File: src/rtl/memory_arbiter.sv
// Two-port arbiter sharing one main-memory port between the I-cache and D-cache.
// Serialises fills and store-through writes; a watchdog ends reads whose response never arrives.
module memory_arbiter #(
  parameter int unsigned ADDRESS_WIDTH    = 32,
  parameter int unsigned FILL_DATA_WIDTH  = 128,
  parameter int unsigned EVICT_DATA_WIDTH = 32,
  parameter int unsigned TIMEOUT          = 16
) (
  input  logic                        clk,
  input  logic                        reset,
  input  logic                        icache_req,
  input  logic                        icache_store,
  input  logic                        icache_store_word,
  input  logic [ADDRESS_WIDTH-1:0]    icache_address,
  input  logic [EVICT_DATA_WIDTH-1:0] icache_evict_data,
  output logic                        icache_ack,
  input  logic                        dcache_req,
  input  logic                        dcache_store,
  input  logic                        dcache_store_word,
  input  logic [ADDRESS_WIDTH-1:0]    dcache_address,
  input  logic [EVICT_DATA_WIDTH-1:0] dcache_evict_data,
  output logic                        dcache_ack,
  output logic [FILL_DATA_WIDTH-1:0]  fill_data,
  output logic                        mem_req,
  output logic                        mem_store,
  output logic                        mem_store_word,
  output logic [ADDRESS_WIDTH-1:0]    mem_address,
  output logic [EVICT_DATA_WIDTH-1:0] mem_evict_data,
  input  logic [FILL_DATA_WIDTH-1:0]  mem_fill_data,
  input  logic                        mem_response_valid,
  output logic                        busy,
  output logic                        timeout_error
);

  localparam int unsigned WD_W = $clog2(TIMEOUT + 1);

  localparam logic [1:0] S_IDLE  = 2'd0;
  localparam logic [1:0] S_ISSUE = 2'd1;
  localparam logic [1:0] S_WAIT  = 2'd2;

  // r_grant_d / r_prio_d: 1 selects the D port, 0 the I port
  logic [1:0]      r_state;
  logic            r_grant_d;
  logic            r_prio_d;
  logic [WD_W-1:0] r_wd;
  logic            r_timeout_error;

  logic [1:0]      w_state_nxt;
  logic            w_grant_nxt;
  logic            w_prio_nxt;
  logic [WD_W-1:0] w_wd_nxt;
  logic            w_timeout_nxt;
  logic            w_ack;
  logic            w_issue;

  logic                        w_sel_store;
  logic                        w_sel_store_word;
  logic [ADDRESS_WIDTH-1:0]    w_sel_address;
  logic [EVICT_DATA_WIDTH-1:0] w_sel_evict_data;

  // Command fields of the granted port
  always_comb begin
    w_sel_store      = r_grant_d ? dcache_store      : icache_store;
    w_sel_store_word = r_grant_d ? dcache_store_word : icache_store_word;
    w_sel_address    = r_grant_d ? dcache_address    : icache_address;
    w_sel_evict_data = r_grant_d ? dcache_evict_data : icache_evict_data;
  end

  always_ff @(posedge clk or negedge reset) begin
    if (!reset) begin
      r_state         <= S_IDLE;
      r_grant_d       <= 1'b0;
      r_prio_d        <= 1'b1;
      r_wd            <= '0;
      r_timeout_error <= 1'b0;
    end else begin
      r_state         <= w_state_nxt;
      r_grant_d       <= w_grant_nxt;
      r_prio_d        <= w_prio_nxt;
      r_wd            <= w_wd_nxt;
      r_timeout_error <= w_timeout_nxt;
    end
  end

  always_comb begin
    w_state_nxt   = r_state;
    w_grant_nxt   = r_grant_d;
    w_prio_nxt    = r_prio_d;
    w_wd_nxt      = r_wd;
    w_timeout_nxt = r_timeout_error;
    w_ack         = 1'b0;
    w_issue       = 1'b0;
    case (r_state)
      S_IDLE: begin
        if (icache_req || dcache_req) begin
          w_grant_nxt = dcache_req && (!icache_req || r_prio_d);
          w_state_nxt = S_ISSUE;
        end
      end
      S_ISSUE: begin
        w_issue = 1'b1;
        if (w_sel_store) begin
          w_ack       = 1'b1;
          w_state_nxt = S_IDLE;
        end else begin
          w_wd_nxt    = '0;
          w_state_nxt = S_WAIT;
        end
      end
      S_WAIT: begin
        if (mem_response_valid) begin
          w_ack       = 1'b1;
          w_state_nxt = S_IDLE;
        end else if (r_wd >= WD_W'(TIMEOUT - 1)) begin
          w_ack         = 1'b1;
          w_timeout_nxt = 1'b1;
          w_state_nxt   = S_IDLE;
        end else begin
          w_wd_nxt = r_wd + WD_W'(1);
        end
      end
      default: begin
        w_state_nxt = S_IDLE;
      end
    endcase
    // Round-robin: the port just served loses the next tie
    if (w_ack) begin
      w_prio_nxt = !r_grant_d;
    end
  end

  assign icache_ack     = w_ack && !r_grant_d;
  assign dcache_ack     = w_ack && r_grant_d;
  assign mem_req        = w_issue;
  assign mem_store      = w_issue && w_sel_store;
  assign mem_store_word = w_issue && w_sel_store_word;
  assign mem_address    = w_issue ? w_sel_address : '0;
  assign mem_evict_data = w_issue ? w_sel_evict_data : '0;
  assign fill_data      = mem_fill_data;
  assign busy           = (r_state != S_IDLE);
  assign timeout_error  = r_timeout_error;

endmodule

File: config.mk
export PLATFORM = sky130hd
export DESIGN_NAME = memory_arbiter
export DESIGN_NICKNAME = d
export VERILOG_FILES = /design/src/rtl/memory_arbiter.sv
export SDC_FILE = /design/constraint.sdc
export NUM_CORES = 1
export LEC_CHECK = 0
export CAP_MARGIN = 10
export CORE_AREA = 2 2 181 183
export DETAILED_ROUTE_END_ITERATION = 10
export DIE_AREA = 0 0 183 185
export RECOVER_POWER = 100
export SLEW_MARGIN = 20
export SYNTH_ARGS = -nofsm -noshare
export SYNTH_HDL_FRONTEND = slang
export SYNTH_SLANG_ARGS = --single-unit
File: constraint.sdc
create_clock -name clk -period 2.01 [get_ports clk]
set_clock_uncertainty 0.15 [all_clocks]
set_input_delay 0.201 -clock clk [delete_from_list [all_inputs] [get_ports clk]]
set_output_delay 0.201 -clock clk [all_outputs]
set_load 0.1 [all_outputs]
==> impl_metrics.env <==
export IMPL_hpwl_mm=9.16
export IMPL_ys_warnings_count=0
export IMPL_mostFrequentLayoutCell="clkdlybuf4s50_1"
export IMPL_drt_pre_antenna_iters=4
export IMPL_violations="setup timing"
export IMPL_holdCritPathClass="in2async"
export IMPL_drv_cap=0
export IMPL_ys_types=34
export IMPL_ir_drop_mv=1.51
export IMPL_final_nets=706
export IMPL_synth_edf_count=0
export IMPL_slowest_stage="dfrtp_1"
export IMPL_die_area_um2=33900
export IMPL_rsz0062_at_grt="true"
export IMPL_antenna_found_initial=0
export IMPL_synth_seq_cells=10
export IMPL_syn_to_final_growth_pct=117
export IMPL_clkLatencyLatePin_ns=0.23
export IMPL_setup_slack_ns=-0.249
export IMPL_insertedDiodeCount=0
export IMPL_die_h_um=185
export IMPL_muxShareOfSynthArea=0.249
export IMPL_start_util=0.0861
export IMPL_grt_pass1_vias=2536
export IMPL_io_pins=464
export IMPL_drtIter0Drc=65
export IMPL_cts_sinks=10
export IMPL_power_density_nw_per_um2=1950
export IMPL_grt_usage=0.0573
export IMPL_die_w_um=183
export IMPL_synth_xor_area_frac=0
export IMPL_slew_headroom=0.632
export IMPL_tightest_slew_ns=0.554
export IMPL_synth_ff_type="dfrtp_1"
export IMPL_grt_max_degree=38
export IMPL_path_buf_inv=1
export IMPL_routed_wl_mm=11.1
export IMPL_status="finished with violations"
export IMPL_crit_fanout=3
export IMPL_drc=0
export IMPL_synthAdderAreaFrac=0.0227
export IMPL_cp_required_ns=1.66
export IMPL_placed_cells=828
export IMPL_vias=2560
export IMPL_drt_wirelength_per_cell_um=13.2
export IMPL_drive_above_1_share=0.474
export IMPL_slowest_delay_ns=0.34
export IMPL_cp_top_family="simple AND/OR/NAND/NOR gates"
export IMPL_overflow=0
export IMPL_synthSimpleGateAreaFrac=0.200
export IMPL_clkTransAtPathRegs_ns=0.04
export IMPL_via_per_inst=3.04
export IMPL_avgSynthCellArea_um2=8.06
export IMPL_htreeDepth=1
export IMPL_synth_top_family_by_area="buffers and inverters"
export IMPL_arrival_ns=1.91
export IMPL_synth_compound_area_frac=0.0463
export IMPL_path_class="reg2out"
export IMPL_slew_violations=0
export IMPL_report_final_hold_viol_count=0
export IMPL_synth_seq_area_share=0.0912
export IMPL_fin_crit_ns=2.26
export IMPL_io_buffers=207
export IMPL_grt_pass1_wl_mm=14.8
export IMPL_cts_hold_buf=0
export IMPL_cts_tree="done"
export IMPL_p_leak_nw=2.40
export IMPL_cp_cell_sequence="ha_2, and3_4, ha_4, nor2_2, and3b_2, o21a_4, nor3_4, buf_12"
export IMPL_root_buffer="clkbuf_16"
export IMPL_core_rowCount=66
export IMPL_startpoint_type="flip-flop"
export IMPL_finalCritPeriodShare=1.12
export IMPL_core_area_um2=32000
export IMPL_async_flop_share=1.00
export IMPL_finalSetupViolCount=46
export IMPL_syn_num_nets=612
export IMPL_layout_common_cells="clkdlybuf4s50_1, buf_12, nor2b_4"
export IMPL_synth_area_um2=2760
export IMPL_fmax_mhz=443
export IMPL_cp_end_kind="output pin"
export IMPL_final_cell_count_no_fill=843
export IMPL_netlist_instances=342
export IMPL_gp_congestion=0.713
export IMPL_place_ws_ns=-0.0217
export IMPL_ant_nets=0
export IMPL_cts_made_buffers=3
export IMPL_cts_buffer_depth=2
-- per-layer routing --
layer | global-route usage | wire length [um] | vias to the layer above
li1 | - | - | 1179
met1 | 0.0596 | 3770 | 1132
met2 | 0.0971 | 5340 | 201
met3 | 0.0271 | 1480 | 48
met4 | 0.0288 | 508 | 0
met5 | 0 | 0 | -
-- flip-flops by register name, indices dropped and copies added, names as in the netlist --
name / count
r_wd: 5
r_state: 2
r_grant_d: 1
r_prio_d: 1
timeout_error: 1
-- stage by stage --
step	hold slack (ns)	instance area (um^2)	power [W]	TNS, ns	utilization
2_1_floorplan	-0.245	3310	0.00869	-0.721	-
3_3_place_gp	0.253	5680	0.0110	0	0.177
3_5_place_dp	0.253	5680	0.0110	-0.0416	0.177
4_1_cts	0.165	5860	0.0116	-0.480	0.183
5_1_grt	0.252	6000	0.0121	-7.21	0.187
6_report	0.215	6000	0.0117	-1.64	0.187
-- repair_timing --
item,CTS,global route
setup endpoints to repair,9,27
resized for setup,8,29
pin swaps,1,2
setup buffers,3,8
gates cloned,1,0
-- path summary, 6_finish.rpt --
check,from,end,slack (ns),cells past startpoint
min in group clk,mem_fill_data[103],fill_data[103],0.25,0
worst max-delay path,r_wd[1],icache_ack,-0.25,8
max in group asynchronous,reset,r_prio_d,1.15,1
worst min register to register,timeout_error,timeout_error,0.33,1
worst min-delay path,reset,r_wd[4],0.21,1
worst max register to register,r_wd[0],r_wd[2],0.01,8
-- synthesized netlist by cell type (all sizes together) (2+ instances only) --
cell / number / area, um^2
a21oi: 2 / 10.0
and3: 3 / 18.8
buf: 138 / 1030
clkbuf: 6 / 22.5
dfrtp: 9 / 225
ha: 5 / 62.6
inv: 7 / 26.3
mux2i: 67 / 671
nand2: 10 / 45.0
nor2: 5 / 18.8
nor2b: 65 / 407
o21a: 3 / 22.5
o21ai: 3 / 15.0
o221ai: 4 / 35.0
-- cells by family after synthesis --
logic type               after synthesis
AO/OA/AOI/OAI                         17
adder cells (fa/ha/maj)                5
buffers and inverters                151
flip-flops                            10
multiplexers                          68
AND/OR/NAND/NOR                       91
-- layout make-up --
| class | instances | area [um^2] |
|---|---|---|
| fillers | 3457 | 26000 |
| repair buffers | 233 | 3030 |
| multi-input cells | 181 | 2090 |
| well taps | 408 | 510 |
| flip-flops and latches | 10 | 251 |
| clock buffers | 4 | 88.8 |
| inverters | 7 | 26.3 |
-- worst reg2reg max path, stage by stage, from the launching register on --
cell and delay [ns]:
dfrtp_1 0.37, ha_2 0.19, and3_4 0.18, ha_4 0.15, nor2_2 0.11, buf_4 0.12, and3_1 0.22, o221ai_1 0.14
a22o_1 0.24
-- where the power goes --
part / leakage [nW] / switching, W / internal, W
combinational: 2.23 / 0.00652 / 0.00446
clock: 0.0442 / 0.0000918 / 0.000299
sequential: 0.131 / 0.0000583 / 0.000261
(Power assumes the default switching activity.)
